`config.mk`:
```
export PLATFORM = sky130hd
export DESIGN_NAME = multimode_counter_ctrl_flat
export DESIGN_NICKNAME = d
export VERILOG_FILES = /design/src/rtl/multimode_counter_ctrl_pkg.sv /design/src/rtl/multimode_counter_ctrl_if.sv /design/src/rtl/multimode_counter_ctrl_sat_tally.sv /design/src/rtl/multimode_counter_ctrl.sv /design/src/flat_wrapper.sv
export SDC_FILE = /design/constraint.sdc
export NUM_CORES = 1
export LEC_CHECK = 0
export CAP_MARGIN = 5
export CORE_MARGIN = 10
export CORE_UTILIZATION = 45
export CTS_BUF_LIST = sky130_fd_sc_hd__clkbuf_4 sky130_fd_sc_hd__clkbuf_8 sky130_fd_sc_hd__clkbuf_16
export CTS_CLUSTER_DIAMETER = 60
export DETAILED_ROUTE_END_ITERATION = 10
export DONT_BUFFER_PORTS = 1
export MAX_ROUTING_LAYER = met4
export PLACE_DENSITY = 0.57
export SLEW_MARGIN = 20
export SYNTH_ARGS = -nofsm -noshare
export SYNTH_HDL_FRONTEND = slang
export SYNTH_SLANG_ARGS = --single-unit
```
`constraint.sdc`:
```
create_clock -name clk -period 5.13 [get_ports clk]
set_input_delay 1.026 -clock clk [delete_from_list [all_inputs] [get_ports clk]]
set_output_delay 1.026 -clock clk [all_outputs]
set_load 0.01 [all_outputs]
```
`src/rtl/multimode_counter_ctrl_pkg.sv`:
```
// Shared types and constants for the multimode counter session controller.
// Latency: n/a (declarations only).
// Backpressure: n/a.
package multimode_pkg;

   typedef enum logic [2:0] {
      IDLE  = 3'd0,
      LOAD  = 3'd1,
      RUN   = 3'd2,
      DRAIN = 3'd3,
      DONE  = 3'd4
   } state_t;

   localparam logic [1:0] MODE_UP1 = 2'b00;
   localparam logic [1:0] MODE_UP2 = 2'b01;
   localparam logic [1:0] MODE_DN1 = 2'b10;
   localparam logic [1:0] MODE_DN2 = 2'b11;

   localparam logic [1:0] WHO_WIN  = 2'b01;
   localparam logic [1:0] WHO_LOSE = 2'b10;

   // Pick the 2-bit mode for a schedule step; step 0 lives in bits [1:0].
   function automatic logic [1:0] step_mode(input logic [7:0] seq, input logic [1:0] step);
      return seq[{step, 1'b0} +: 2];
   endfunction

endpackage

```
`src/rtl/multimode_counter_ctrl_if.sv`:
```
// Host-side and counter-side signal bundle for the session controller.
// Latency: n/a (wiring only).
// Backpressure: none; the controller owns all master outputs, which are registered.
interface multimode_counter_ctrl_if #(
   parameter int CNT_W   = 4,
   parameter int TALLY_W = 4
);
   // host side
   logic               start;
   logic               abort;
   logic [CNT_W-1:0]   seed;
   logic [7:0]         mode_seq;
   logic [TALLY_W-1:0] win_tally;
   logic [TALLY_W-1:0] lose_tally;
   logic               busy;
   logic               done;
   logic [1:0]         result;
   logic               mismatch;
   // counter side
   logic [1:0]         ctr_ctrl;
   logic               ctr_init;
   logic [CNT_W-1:0]   ctr_init_value;
   logic               ctr_winner;
   logic               ctr_loser;
   logic               ctr_gameover;
   logic [1:0]         ctr_who;
   logic [CNT_W-1:0]   ctr_count;

   modport master (
      input  start, abort, seed, mode_seq,
      input  ctr_winner, ctr_loser, ctr_gameover, ctr_who, ctr_count,
      output ctr_ctrl, ctr_init, ctr_init_value,
      output win_tally, lose_tally, busy, done, result, mismatch
   );

   modport slave (
      output start, abort, seed, mode_seq,
      output ctr_winner, ctr_loser, ctr_gameover, ctr_who, ctr_count,
      input  ctr_ctrl, ctr_init, ctr_init_value,
      input  win_tally, lose_tally, busy, done, result, mismatch
   );

endinterface

```
`src/rtl/multimode_counter_ctrl_sat_tally.sv`:
```
// Saturating event tally with synchronous clear (clear wins over increment).
// Latency: 1 cycle from clr_i/inc_i to tally_o.
// Backpressure: none; increments at all-ones are dropped.
module sat_tally #(
   parameter int W = 4
) (
   input  logic         clk,
   input  logic         rst,
   input  logic         clr_i,
   input  logic         inc_i,
   output logic [W-1:0] tally_o
);

   logic [W-1:0] tally_q;
   logic [W-1:0] tally_d;

   // Next value: clear, else count up until all-ones and stick there.
   always_comb begin
      tally_d = tally_q;
      if (clr_i) begin
         tally_d = '0;
      end else if (inc_i && (tally_q != {W{1'b1}})) begin
         tally_d = tally_q + W'(1);
      end
   end

   // Tally register.
   always_ff @(posedge clk or posedge rst) begin
      if (rst) begin
         tally_q <= '0;
      end else begin
         tally_q <= tally_d;
      end
   end

   assign tally_o = tally_q;

endmodule

```
`src/rtl/multimode_counter_ctrl.sv`:
```
// Session controller: loads the counter, walks a 4-step mode schedule, tallies outcomes, reports result.
// Latency: start -> ctr_init next cycle; gameover -> done two cycles later.
// Backpressure: none; start outside IDLE is dropped, abort overrides everything but rst.
module multimode_counter_ctrl
   import multimode_pkg::*;
#(
   parameter int CNT_W       = 4,
   parameter int MODE_CYCLES = 16,
   parameter int TALLY_W     = 4
) (
   input  logic                    clk,
   input  logic                    rst,
   multimode_counter_ctrl_if.master bus
);

   localparam logic [7:0] DWELL_LAST = 8'(MODE_CYCLES - 1);

   state_t           state_q;
   logic [7:0]       mode_seq_q;
   logic [1:0]       step_q;
   logic [1:0]       step_d;
   logic [7:0]       dwell_q;
   logic [7:0]       dwell_d;
   logic [1:0]       ctr_ctrl_q;
   logic             ctr_init_q;
   logic [CNT_W-1:0] ctr_init_value_q;
   logic             busy_q;
   logic             done_q;
   logic [1:0]       result_q;
   logic             mismatch_q;

   logic tally_clr;
   logic win_inc;
   logic lose_inc;

   // Schedule position for the next RUN cycle: dwell counts cycles within a step.
   always_comb begin
      step_d  = step_q;
      dwell_d = dwell_q + 8'd1;
      if (dwell_q == DWELL_LAST) begin
         dwell_d = '0;
         step_d  = step_q + 2'd1;
      end
   end

   // Tallies clear on an accepted start and only count live RUN-cycle pulses.
   assign tally_clr = (state_q == IDLE) && bus.start && !bus.abort;
   assign win_inc   = (state_q == RUN) && bus.ctr_winner && !bus.abort;
   assign lose_inc  = (state_q == RUN) && bus.ctr_loser  && !bus.abort;

   // Session FSM with all outputs registered alongside the state.
   always_ff @(posedge clk or posedge rst) begin
      if (rst) begin
         state_q          <= IDLE;
         mode_seq_q       <= '0;
         step_q           <= '0;
         dwell_q          <= '0;
         ctr_ctrl_q       <= MODE_UP1;
         ctr_init_q       <= 1'b0;
         ctr_init_value_q <= '0;
         busy_q           <= 1'b0;
         done_q           <= 1'b0;
         result_q         <= 2'b00;
         mismatch_q       <= 1'b0;
      end else if (bus.abort) begin
         state_q    <= IDLE;
         ctr_ctrl_q <= MODE_UP1;
         ctr_init_q <= 1'b0;
         busy_q     <= 1'b0;
         done_q     <= 1'b0;
      end else begin
         case (state_q)
            IDLE: begin
               done_q <= 1'b0;
               if (bus.start) begin
                  mode_seq_q       <= bus.mode_seq;
                  ctr_init_value_q <= bus.seed;
                  ctr_init_q       <= 1'b1;
                  ctr_ctrl_q       <= MODE_UP1;
                  busy_q           <= 1'b1;
                  result_q         <= 2'b00;
                  mismatch_q       <= 1'b0;
                  state_q          <= LOAD;
               end
            end
            LOAD: begin
               ctr_init_q <= 1'b0;
               step_q     <= 2'd0;
               dwell_q    <= 8'd0;
               ctr_ctrl_q <= step_mode(mode_seq_q, 2'd0);
               state_q    <= RUN;
            end
            RUN: begin
               if (bus.ctr_winner && bus.ctr_loser) begin
                  mismatch_q <= 1'b1;
               end
               if (bus.ctr_gameover) begin
                  // mode bus holds through DRAIN
                  state_q <= DRAIN;
               end else begin
                  step_q     <= step_d;
                  dwell_q    <= dwell_d;
                  ctr_ctrl_q <= step_mode(mode_seq_q, step_d);
               end
            end
            DRAIN: begin
               result_q <= bus.ctr_who;
               if ((bus.ctr_who != WHO_WIN) && (bus.ctr_who != WHO_LOSE)) begin
                  mismatch_q <= 1'b1;
               end
               ctr_ctrl_q <= MODE_UP1;
               busy_q     <= 1'b0;
               done_q     <= 1'b1;
               state_q    <= DONE;
            end
            DONE: begin
               done_q  <= 1'b0;
               state_q <= IDLE;
            end
            default: begin
               state_q <= IDLE;
            end
         endcase
      end
   end

   sat_tally #(.W(TALLY_W)) u_win_tally (
      .clk     (clk),
      .rst     (rst),
      .clr_i   (tally_clr),
      .inc_i   (win_inc),
      .tally_o (bus.win_tally)
   );

   sat_tally #(.W(TALLY_W)) u_lose_tally (
      .clk     (clk),
      .rst     (rst),
      .clr_i   (tally_clr),
      .inc_i   (lose_inc),
      .tally_o (bus.lose_tally)
   );

   assign bus.ctr_ctrl       = ctr_ctrl_q;
   assign bus.ctr_init       = ctr_init_q;
   assign bus.ctr_init_value = ctr_init_value_q;
   assign bus.busy           = busy_q;
   assign bus.done           = done_q;
   assign bus.result         = result_q;
   assign bus.mismatch       = mismatch_q;

endmodule

```
`src/flat_wrapper.sv`:
```
// flat-port wrapper written by rule: the top's interface ports become plain ports
module multimode_counter_ctrl_flat import multimode_pkg::*;
#(
   parameter int CNT_W       = 4,
   parameter int MODE_CYCLES = 16,
   parameter int TALLY_W     = 4
)
  (clk, rst, bus_start, bus_abort, bus_seed, bus_mode_seq, bus_ctr_winner, bus_ctr_loser, bus_ctr_gameover, bus_ctr_who, bus_ctr_count, bus_ctr_ctrl, bus_ctr_init, bus_ctr_init_value, bus_win_tally, bus_lose_tally, bus_busy, bus_done, bus_result, bus_mismatch);
  multimode_counter_ctrl_if #(.CNT_W(CNT_W), .TALLY_W(TALLY_W)) bus_i ();
  input  logic clk;
  input  logic rst;
  input wire logic [$bits(bus_i.start)-1:0] bus_start;
  input wire logic [$bits(bus_i.abort)-1:0] bus_abort;
  input wire logic [$bits(bus_i.seed)-1:0] bus_seed;
  input wire logic [$bits(bus_i.mode_seq)-1:0] bus_mode_seq;
  input wire logic [$bits(bus_i.ctr_winner)-1:0] bus_ctr_winner;
  input wire logic [$bits(bus_i.ctr_loser)-1:0] bus_ctr_loser;
  input wire logic [$bits(bus_i.ctr_gameover)-1:0] bus_ctr_gameover;
  input wire logic [$bits(bus_i.ctr_who)-1:0] bus_ctr_who;
  input wire logic [$bits(bus_i.ctr_count)-1:0] bus_ctr_count;
  output wire logic [$bits(bus_i.ctr_ctrl)-1:0] bus_ctr_ctrl;
  output wire logic [$bits(bus_i.ctr_init)-1:0] bus_ctr_init;
  output wire logic [$bits(bus_i.ctr_init_value)-1:0] bus_ctr_init_value;
  output wire logic [$bits(bus_i.win_tally)-1:0] bus_win_tally;
  output wire logic [$bits(bus_i.lose_tally)-1:0] bus_lose_tally;
  output wire logic [$bits(bus_i.busy)-1:0] bus_busy;
  output wire logic [$bits(bus_i.done)-1:0] bus_done;
  output wire logic [$bits(bus_i.result)-1:0] bus_result;
  output wire logic [$bits(bus_i.mismatch)-1:0] bus_mismatch;
  assign bus_i.start = bus_start;
  assign bus_i.abort = bus_abort;
  assign bus_i.seed = bus_seed;
  assign bus_i.mode_seq = bus_mode_seq;
  assign bus_i.ctr_winner = bus_ctr_winner;
  assign bus_i.ctr_loser = bus_ctr_loser;
  assign bus_i.ctr_gameover = bus_ctr_gameover;
  assign bus_i.ctr_who = bus_ctr_who;
  assign bus_i.ctr_count = bus_ctr_count;
  assign bus_ctr_ctrl = bus_i.ctr_ctrl;
  assign bus_ctr_init = bus_i.ctr_init;
  assign bus_ctr_init_value = bus_i.ctr_init_value;
  assign bus_win_tally = bus_i.win_tally;
  assign bus_lose_tally = bus_i.lose_tally;
  assign bus_busy = bus_i.busy;
  assign bus_done = bus_i.done;
  assign bus_result = bus_i.result;
  assign bus_mismatch = bus_i.mismatch;
  multimode_counter_ctrl #(.CNT_W(CNT_W), .MODE_CYCLES(MODE_CYCLES), .TALLY_W(TALLY_W)) u_core (.clk(clk), .rst(rst), .bus(bus_i));
endmodule
```
# [Yosys cells after proc, flatten, opt, wreduce, memory -nomap -nowiden]
# Cells that the tools add are included.
[totals] regBits=41 latch_bits=0 ramBits=0 rom_bits=0 input_bits=25 output_inout_bits=20 wordCells=95 memories=0
[classes] add_sub_neg=4 mul=0 div=0 order_cmp=0 eq_ne=16 n_shift=1 muxes=30 bitwise_logic=1 reduce_logical=30
[ops] operator="$mux 4" count=4
[ops] operator="$mux 8" count=2
[ops] operator="$pmux 8 s2" count=1
[ops] operator="$pmux 3 s4" count=1
[ops] operator="$reduce_and 3->1" count=4
[ops] operator="$reduce_bool 3->1" count=4
[ops] operator="$logic_and 1x1->1" count=10
[ops] operator="$mux 2" count=5
[ops] operator="$mux 3" count=3
[ops] operator="$ne 3x3->1 const B" count=3
[ops] operator="$add 4x1->4 const B" count=2
[ops] operator="$add 8x1->8 const B" count=1
[ops] operator="$eq 8x4->1 const B" count=1
[ops] operator="$ne 2x2->1 const B" count=4
[ops] operator="$ne 4x4->1 const B" count=2
[ops] operator="$pmux 2 s2" count=2
[ops] operator="$pmux 2 s4" count=1
[ops] operator="$reduce_bool 2->1" count=4
[ops] operator="$shiftx 8x4->2" count=1
[ops] operator="$mux 1" count=7
[ops] operator="$eq 3x2->1 const B" count=2
[ops] operator="$pmux 1 s2" count=3
[ops] operator="$reduce_and 2->1" count=3
[ops] operator="$reduce_and 5->1" count=1
[ops] operator="10 further kinds" count=11

# [Longest topological paths before layout]
# Gate-level depths: netlist of the first run.
[logic_depth] word_depth=6 ltp_mapped=6 ltp_nobuf=5

# [Hierarchy]
# Synthesis of the first run repeated with hierarchy kept, for this count alone.
[unflattened] hier_cells=228 area_unflattened_um2=2208.4
[modules_own_cells] mod="multimode_counter_ctrl" instances=1 cells_each=186 area_per_inst_um2=1747.9 seq_area_each_um2=825.8
[modules_own_cells] mod="sat_tally" instances=2 cells_each=21 area_per_inst_um2=230.2 seq_area_each_um2=100.1

# [Worst setup path before layout of the first run]
# No wires, ideal clock.
[synth_timing] path_kind="input to register" from="input port bus_abort" to="register u_core.ctr_init_value_q[0], in the netlist u_core.bus.ctr_init_value[0]" setup_time_ns=0.125 arrival_time_ns=2.168 required_time_ns=5.005 path_slack_ns=2.837 cell_stages=4 path_buffers=2 cell_sequence="buf_2 -> nor4_2 -> buf_2 -> mux2_2"
[synth_via] elab_chain_cells=2
[synth_lines] item="start, declared" line_no="flat_wrapper.sv:13" rtl="input wire logic [$bits(bus_i.abort)-1:0] bus_abort;"
[synth_lines] item="$not 1->1 (no line)"
[synth_lines] item="$reduce_and 3->1 (no line)"
[synth_lines] item="end signal, assigned" line_no="multimode_counter_ctrl.sv:77" rtl="ctr_init_value_q <= bus.seed;"
[synth_lines] item="end, declared" line_no="multimode_counter_ctrl.sv:26" rtl="logic [CNT_W-1:0] ctr_init_value_q;"
# Every way passes these cells.
# A chain may end at the register's enable or synchronous reset.

# [Worst setup path in the final report of the first run]
[layout_timing] from="input port bus_abort" to="register u_core.dwell_q[7]"
[layout_via] elab_chain_cells=2
[layout_lines] item="$not 1->1 (no line)"
[layout_lines] item="$reduce_and 3->1 (no line)"
[layout_lines] item="end signal, assigned" line_no="multimode_counter_ctrl.sv:102" rtl="dwell_q <= dwell_d;"
[layout_lines] item="end, declared" line_no="multimode_counter_ctrl.sv:22" rtl="logic [7:0] dwell_q;"
# Every way passes these cells.

==> results of run 1 <==
## layer usage
metal | vias to the layer above | track usage | routed length [µm]
met5 | - | - | 0
met4 | 0 | 0.0338 | 23
met3 | 3 | 0.0708 | 386
met2 | 41 | 0.202 | 2260
met1 | 754 | 0.158 | 2120
li1 | 728 | - | -
## power by group through the flow
| stage | clock, mW | sequential [mW] | combinational [mW] |
|---|---|---|---|
| after floorplan | 0 | 0.396 | 0.0797 |
| after global placement | 0 | 0.412 | 0.0842 |
| after detailed placement | 0 | 0.414 | 0.0894 |
| after CTS | 0.282 | 0.408 | 0.0896 |
| after global routing | 0.300 | 0.415 | 0.101 |
| final | 0.277 | 0.407 | 0.0880 |
## area by class of cell
cell class	count	area share
clock inverters	1	0.0132
repair buffers	2	0.00659
multi-input cells	143	0.452
flip-flops and latches	41	0.451
well taps	52	0.0286
inverters	6	0.00989
clock buffers	7	0.0396
## flip-flops by register name, indices dropped and copies added (netlist names)
register                     cells
u_core.step_q                    2
u_core.bus.ctr_init              1
u_core.bus.mismatch              1
u_core.mode_seq_q                8
u_core.bus.ctr_init_value        4
u_core.bus.busy                  1
u_core.bus.done                  1
u_core.bus.ctr_ctrl              2
u_core.u_lose_tally.tally_o      4
u_core.state_q                   3
u_core.u_win_tally.tally_o       4
u_core.dwell_q                   8
u_core.bus.result                2
## synthesized netlist by cell type (3+ instances only)
cell type | instances | area share
a21oi_1 | 10 | 0.024
and3_1 | 5 | 0.015
buf_2 | 6 | 0.014
clkbuf_1 | 4 | 0.0071
dfrtp_1 | 41 | 0.49
ha_1 | 3 | 0.018
inv_1 | 6 | 0.011
mux2_2 | 13 | 0.069
mux2i_1 | 6 | 0.028
nand2_1 | 13 | 0.023
nand2b_1 | 3 | 0.0089
nand3_1 | 9 | 0.021
nand4_1 | 3 | 0.0089
nor2_1 | 17 | 0.030
o21ai_0 | 11 | 0.026
xor2_1 | 7 | 0.029
## through the flow
stage / cell area (µm²) / worst slack, ps / hold slack (ps) / utilization
finish: 2280 / 3080 / 560 / 0.512
global route: 2280 / 2970 / 579 / 0.512
CTS: 2280 / 3070 / 566 / 0.512
detailed placement: 2160 / 2750 / 549 / 0.485
global placement: 2160 / 2830 / 533 / 0.485
floorplan: 2110 / 2840 / 494 / -
## critical path, cell delays in order
cell	delay (ps)
nor2_2	310
o21ai_2	230
or4_1	540
a21oi_1	160
## cell families after synthesis
logic type	share of synthesized area
and+or+nand+nor	0.194
muxes	0.0977
DFF	0.485
buffers and inverters	0.0320
AOI/OAI and AO/OA	0.140
adders and majority gates	0.0178
xor gates and xnor gates	0.0332
## worst min path at each step
stage	slack (ps)	start	end	cells past startpoint
after floorplan	490	u_core.mode_seq_q[3]	u_core.mode_seq_q[3]	1
after global placement	530	u_core.mode_seq_q[7]	u_core.mode_seq_q[7]	1
after detailed placement	550	u_core.mode_seq_q[3]	u_core.mode_seq_q[3]	1
after CTS	570	u_core.mode_seq_q[3]	u_core.mode_seq_q[3]	1
after global routing	580	u_core.mode_seq_q[3]	u_core.mode_seq_q[3]	1
final	560	u_core.mode_seq_q[3]	u_core.mode_seq_q[3]	1
==> impl_metrics.env, run 1 <==
export IMPL_final_common_cell="dfrtp_1"
export IMPL_synth_area_mm2=0.00211
export IMPL_arrival_ps=2270
export IMPL_fill_cells=413
export IMPL_dpl_hpwl_mm=3.47
export IMPL_drc=0
export IMPL_grt_pass1_wl_mm=7.96
export IMPL_path_class="in2reg"
export IMPL_yosysUniqueCellTypes=48
export IMPL_core_mm2=0.00444
export IMPL_cts_resized=0
export IMPL_hold_path_class="reg2reg"
export IMPL_rows=24
export IMPL_leakagePower_nw=0.986
export IMPL_cp_required_ps=5350
export IMPL_r2r_end="u_core.dwell_q[7]"
export IMPL_portBuffers=0
export IMPL_synthCells=200
export IMPL_synth_edf_count=0
export IMPL_antenna_found_initial=0
export IMPL_die_area_mm2=0.00784
export IMPL_crit_path_end_kind="register"
export IMPL_ant_nets=0
export IMPL_crit_reg2reg_launch="u_core.state_q[0]"
export IMPL_outcome="complete, no violations"
export IMPL_nets=227
export IMPL_cts_root_buf="clkbuf_8"
export IMPL_crit_path_end="u_core.dwell_q[7]"
export IMPL_wl_mm=4.79
export IMPL_antenna_cells=0
export IMPL_io_pins=45
export IMPL_yosysWarnings=0
export IMPL_cts_tree="yes"
export IMPL_multi_input_area_mm2=0.00103
export IMPL_grt_overflow=0
export IMPL_first_pass_iters=4
export IMPL_die_x_um=88.5
export IMPL_ys_flop_type="dfrtp_1"
export IMPL_p_int_uw=571
export IMPL_final_layout_size_suffix_gt1_frac=0.160
export IMPL_gp_congestion=0.813
export IMPL_avgViaCountPerCell=6.06
export IMPL_startpoint="bus_abort"
export IMPL_initial_core_util=0.476
export IMPL_layout_worst_path_cycle_share=0.400
export IMPL_worst_pin_slew_ps=543
export IMPL_rsz0062_at_grt="false"
export IMPL_slew_violations=0
export IMPL_final_cells=252
export IMPL_slew_headroom=0.638
export IMPL_ys_seq_area_frac=0.485
export IMPL_ys_ff_latch=41
export IMPL_total_power_uw=772
export IMPL_cts_setup_buffers=0
export IMPL_avgSynthCellArea_um2=10.6
export IMPL_synth_nets=228
export IMPL_power_frac_clock=0.359
export IMPL_clk_latency_ps=300
export IMPL_power_frac_comb=0.114
export IMPL_min_period_ps=2050
export IMPL_synthArstFlopShare=1.00
export IMPL_final_hold_viol_count=0
export IMPL_reg2reg_slack_ps=3170
export IMPL_layout_common_cells="41 x dfrtp_1, 17 x nor2_1, 13 x mux2_2, 13 x nand2_1, 11 x o21ai_0"
export IMPL_skew_ps=6.69
export IMPL_dp_cells=244
export IMPL_regArea_mm2=0.00103
export IMPL_sw_frac_of_total=0.261
export IMPL_clk_path_buf_depth=2
export IMPL_ir_worst_vdd_mv=0.222
export IMPL_area_growth_pct=7.76
export IMPL_grt_pass1_vias=1632
export IMPL_grt_max_degree=42
export IMPL_postCtsHoldBufs=0
export IMPL_fp_dieH_um=88.5
export IMPL_cts_buffers=5
export IMPL_clk_pin_slew_ps=80
export IMPL_cp_start_kind="input pin"
export IMPL_critPathMaxFanout=12
export IMPL_p_switching_uw=201
export IMPL_htreeDepth=2
export IMPL_drt_initial_drc_count=118
export IMPL_dr_total_vias=1526
export IMPL_cts_sinks=41
export IMPL_drv_cap=0
export IMPL_setup_tns_ps=0
export IMPL_power_density_mw_per_mm2=339
export IMPL_seqPwrFrac=0.527
export IMPL_setup_violations_final=0
export IMPL_rr_worst_depth=4
export IMPL_fmax_ghz=0.487
export IMPL_grt_total_usage=0.135
export IMPL_wl_per_cell_um=19.0
Note: power is estimated with default switching activity, not from simulation.
==> inputs of run 2 (changes only) <==
Settings changed: PLACE_DENSITY 0.57 to 0.59.
Clock period 5.13 ns to 1.8 ns, I/O delays scaled along.
==> impl_metrics.env, run 2 (synthesis results as in run 1) <==
export IMPL_outcome="complete, no violations"
export IMPL_setup_violations_final=0
export IMPL_grt_max_degree=42
export IMPL_leakagePower_nw=1.04
export IMPL_layout_common_cells="41 x dfrtp_1, 17 x nor2_1, 15 x buf_4"
export IMPL_ant_nets=0
export IMPL_postCtsHoldBufs=0
export IMPL_nets=241
export IMPL_ir_worst_vdd_mv=0.485
export IMPL_antenna_cells=0
export IMPL_htreeDepth=2
export IMPL_final_hold_viol_count=0
export IMPL_portBuffers=0
export IMPL_clk_latency_ps=290
export IMPL_die_x_um=88.5
export IMPL_crit_reg2reg_launch="u_core.dwell_q[1]"
export IMPL_grt_overflow=0
export IMPL_gp_congestion=0.801
export IMPL_fp_dieH_um=88.5
export IMPL_p_switching_uw=571
export IMPL_min_period_ps=1750
export IMPL_grt_pass1_wl_mm=7.85
export IMPL_wl_mm=4.79
export IMPL_reg2reg_slack_ps=50
export IMPL_wl_per_cell_um=18.0
export IMPL_final_common_cell="dfrtp_1"
export IMPL_clk_pin_slew_ps=80
export IMPL_seqPwrFrac=0.563
export IMPL_slew_violations=0
export IMPL_initial_core_util=0.476
export IMPL_antenna_found_initial=0
export IMPL_fmax_ghz=0.571
export IMPL_area_growth_pct=12.2
export IMPL_arrival_ps=1910
export IMPL_rows=24
export IMPL_setup_tns_ps=0
export IMPL_final_layout_size_suffix_gt1_frac=0.220
export IMPL_layout_worst_path_cycle_share=0.974
export IMPL_cts_root_buf="clkbuf_8"
export IMPL_slew_headroom=0.654
export IMPL_io_pins=45
export IMPL_drt_initial_drc_count=76
export IMPL_grt_total_usage=0.132
export IMPL_core_mm2=0.00444
export IMPL_crit_path_end_kind="register"
export IMPL_drv_cap=0
export IMPL_avgViaCountPerCell=6.02
export IMPL_cp_required_ps=1950
export IMPL_p_int_mw=1.46
export IMPL_power_frac_clock=0.286
export IMPL_fill_cells=408
export IMPL_drc=0
export IMPL_power_density_mw_per_mm2=857
export IMPL_cts_tree="yes"
export IMPL_cts_sinks=41
export IMPL_dpl_hpwl_mm=3.59
export IMPL_largestRegisters="u_core.dwell_q (8), u_core.mode_seq_q (8)"
export IMPL_grt_pass1_vias=1680
export IMPL_cp_start_kind="register"
export IMPL_dr_total_vias=1600
export IMPL_path_class="reg2reg"
export IMPL_rsz0062_at_grt="true"
export IMPL_r2r_end="u_core.bus.ctr_ctrl[1]"
export IMPL_cts_buffers=5
export IMPL_die_area_mm2=0.00784
export IMPL_clk_path_buf_depth=2
export IMPL_worst_pin_slew_ps=519
export IMPL_fin_util=0.534
export IMPL_first_pass_iters=4
export IMPL_multi_input_area_mm2=0.00104
export IMPL_regArea_mm2=0.00103
export IMPL_hold_path_class="in2async"
export IMPL_skew_ps=4.92
export IMPL_critPathMaxFanout=5
export IMPL_power_frac_comb=0.151
export IMPL_total_power_mw=2.03
export IMPL_sw_frac_of_total=0.281
export IMPL_rr_worst_depth=6
[run 2: final cells by class]
type                            instances  share of cell area
Multi-Input combinational cell        143               0.438
Sequential cell                        41               0.433
Tap cell                               52              0.0274
Clock inverter                          3             0.00739
Clock buffer                            5              0.0290
Timing Repair Buffer                   16              0.0559
Inverter                                6             0.00950
[run 2: power groups by stage]
stage	clock [mW]	combinational, mW	sequential (mW)
finish	0.580	0.307	1.14
global route	0.646	0.343	1.17
CTS	0.603	0.305	1.15
detailed placement	0	0.304	1.16
global placement	0	0.291	1.16
floorplan	0	0.227	1.13
[run 2: per-stage QoR]
stage	hold WS, ps	setup slack [ps]	instance area, µm²	cells
after floorplan	477	48.8	2110	200
after global placement	408	54.4	2270	257
after detailed placement	424	62.5	2270	257
after CTS	99.9	49.4	2350	265
after global routing	112	-18.8	2370	266
final	87.1	47.6	2370	266
[run 2: metal layers]
metal	global-route usage	up-vias	share of wire
li1	-	755	-
met1	0.130	796	0.38
met2	0.220	43	0.52
met3	0.0643	6	0.090
met4	0.0558	0	0.012
met5	-	-	0
[run 2: worst max-delay path, cell delays in order, from the launching register on]
cell and delay (ps):
dfrtp_1 410, ha_1 220, and3_2 260, buf_4 160, and4b_1 240, a22oi_1 190, o221ai_1 130
[run 2: worst max-delay path by stage]
stage | end | slack, ps | start
final | u_core.bus.ctr_ctrl[1] | 50 | u_core.dwell_q[1]
after global routing | u_core.bus.ctr_ctrl[1] | -20 | u_core.dwell_q[1]
after CTS | u_core.bus.ctr_ctrl[1] | 50 | u_core.dwell_q[1]
after detailed placement | u_core.bus.ctr_ctrl[1] | 60 | u_core.dwell_q[1]
after global placement | u_core.bus.ctr_ctrl[1] | 50 | u_core.dwell_q[1]
after floorplan | u_core.bus.ctr_ctrl[1] | 50 | u_core.dwell_q[0]
[run 2: what timing repair did]
item                                    CTS  global route
resized for setup                         0             3
setup buffers                             0             1
hold endpoints to repair                  0             0
endpoints found under the setup margin    0             2
==> inputs of run 3 (changes only) <==
Settings changed: CTS_CLUSTER_DIAMETER 60 to 30, SETUP_SLACK_MARGIN from default to 0.4.
==> impl_metrics.env, run 3 (synthesis results as in run 1) <==
export IMPL_outcome="complete, no violations"
export IMPL_place_area_mm2=0.00232
export IMPL_fp_dieH_um=88.5
export IMPL_setup_tns_ps=0
export IMPL_critPathMaxStageDelay_ps=440
export IMPL_antenna_cells=0
export IMPL_clk_pin_slew_ps=80
export IMPL_grt_overflow=0
export IMPL_skew_ps=8.73
export IMPL_hold_path_class="in2reg"
export IMPL_setup_violations_final=0
export IMPL_io_pins=45
export IMPL_grt_pass1_vias=1771
export IMPL_grt_total_usage=0.144
export IMPL_cp_top_family="buffers and inverters"
export IMPL_power_frac_comb=0.213
export IMPL_clk_latency_ps=290
export IMPL_gp_congestion=0.778
export IMPL_fmax_ghz=0.610
export IMPL_hold_ws_ps=119
export IMPL_design_area_mm2=0.00286
export IMPL_leakagePower_nw=1.25
export IMPL_final_cells=287
export IMPL_die_x_um=88.5
export IMPL_ant_nets=0
export IMPL_sw_frac_of_total=0.279
export IMPL_cts_tree="yes"
export IMPL_grt_pass1_wl_mm=8.56
export IMPL_cp_start_kind="register"
export IMPL_dp_cells=257
export IMPL_final_common_cell="dfrtp_1"
export IMPL_p_int_mw=1.63
export IMPL_path_cells="buf_8, nor4_4, buf_6, buf_12, buf_16, mux2_4"
export IMPL_ir_worst_vdd_mv=0.523
export IMPL_dr_total_vias=1697
export IMPL_final_layout_size_suffix_gt1_frac=0.409
export IMPL_avgViaCountPerCell=5.91
export IMPL_rows=24
export IMPL_cp_num_buf_inv=4
export IMPL_grt_max_degree=27
export IMPL_cp_required_ps=1990
export IMPL_seqPwrFrac=0.509
export IMPL_slew_violations=0
export IMPL_rsz0062_at_grt="true"
export IMPL_first_pass_iters=4
export IMPL_arrival_ps=1820
export IMPL_crit_path_end_kind="register"
export IMPL_drc=0
export IMPL_path_class="reg2reg"
export IMPL_drt_initial_drc_count=80
export IMPL_power_frac_clock=0.278
export IMPL_layout_worst_path_cycle_share=0.910
export IMPL_fill_cells=335
export IMPL_portBuffers=0
export IMPL_wl_per_cell_um=18.7
export IMPL_dpl_hpwl_mm=3.62
export IMPL_cts_root_buf="clkbuf_8"
export IMPL_layout_common_cells="39 x dfrtp_1, 19 x buf_4, 16 x nor2_1"
export IMPL_drv_cap=0
export IMPL_clk_path_buf_depth=2
export IMPL_htreeDepth=2
export IMPL_hold_start="bus_abort"
export IMPL_power_density_mw_per_mm2=793
export IMPL_final_hold_viol_count=0
export IMPL_area_growth_pct=35.3
export IMPL_cpMaxStageDelayCell="dfrtp_2"
export IMPL_slew_headroom=0.705
export IMPL_p_switching_uw=633
export IMPL_die_area_mm2=0.00784
export IMPL_initial_core_util=0.476
export IMPL_cts_sinks=41
export IMPL_startpoint="u_core.state_q[0]"
export IMPL_largestRegisters="u_core.dwell_q (8), u_core.mode_seq_q (8)"
export IMPL_core_mm2=0.00444
export IMPL_wl_mm=5.38
export IMPL_crit_reg2reg_launch="u_core.state_q[0]"
export IMPL_critPathMaxFanout=5
export IMPL_min_period_ps=1640
export IMPL_cts_buffers=5
export IMPL_antenna_found_initial=0
export IMPL_nets=262
export IMPL_worst_pin_slew_ps=442
==> run 3: power by group through the flow <==
stage,Clock [mW],Combinational (mW),Sequential (mW)
finish,0.631,0.482,1.15
global route,0.678,0.520,1.17
CTS,0.645,0.438,1.15
detailed placement,0,0.340,1.17
global placement,0,0.327,1.17
floorplan,0,0.275,1.13
==> run 3: worst reg2reg max path, cell delays in order, from the launching register on <==
cell and delay, ps:
dfrtp_2 440, buf_8 140, nor4_4 270, buf_6 170, buf_12 110, buf_16 110, mux2_4 290
==> run 3: cell type report <==
cell class	instances	area, µm²	area share
inverter	6	22.5	0.00787
clock inverter	2	13.8	0.00481
multi-input combinational	143	1240	0.433
sequential	41	1030	0.360
timing repair buffer	37	410	0.143
tap	52	65.1	0.0227
clock buffer	6	82.6	0.0289
==> run 3: through the flow <==
| step | total power, mW | utilization | setup WS, ps |
|---|---|---|---|
| global placement | 1.49 | 0.523 | 90.9 |
| detailed placement | 1.51 | 0.523 | 72.7 |
| global route | 2.37 | 0.644 | 116 |
| floorplan | 1.41 | - | 249 |
| finish | 2.27 | 0.644 | 161 |
| CTS | 2.24 | 0.611 | 196 |
==> run 3: path summary, 6_finish.rpt <==
check                                       end  depth (start not counted)  slack (ps)
min in group asynchronous  u_core.mode_seq_q[2]                          3         530
min reg2reg                u_core.mode_seq_q[7]                          1         550
max                        u_core.mode_seq_q[0]                          6         160
min                             u_core.bus.busy                          1         120
max reg2reg                u_core.mode_seq_q[0]                          6         160
max in group asynchronous     u_core.state_q[1]                          3         910
==> run 3: per-layer routing <==
metal | up-vias | part of all wire | wire, µm | global-route usage
li1 | 800 | - | - | -
met1 | 834 | 0.42 | 2260 | 0.156
met2 | 54 | 0.50 | 2670 | 0.244
met3 | 9 | 0.070 | 378 | 0.0450
met4 | 0 | 0.012 | 67 | 0.0514
met5 | - | 0 | 0 | -
==> run 3: timing repair <==
item                                    4_1_cts  5_1_grt
hold endpoints to repair                     15        0
pin swaps                                    21       11
buffers inserted                             15        4
hold buffers                                  1        0
cloned                                        2        0
endpoints found under the setup margin       33       36
resized for setup                            30       29
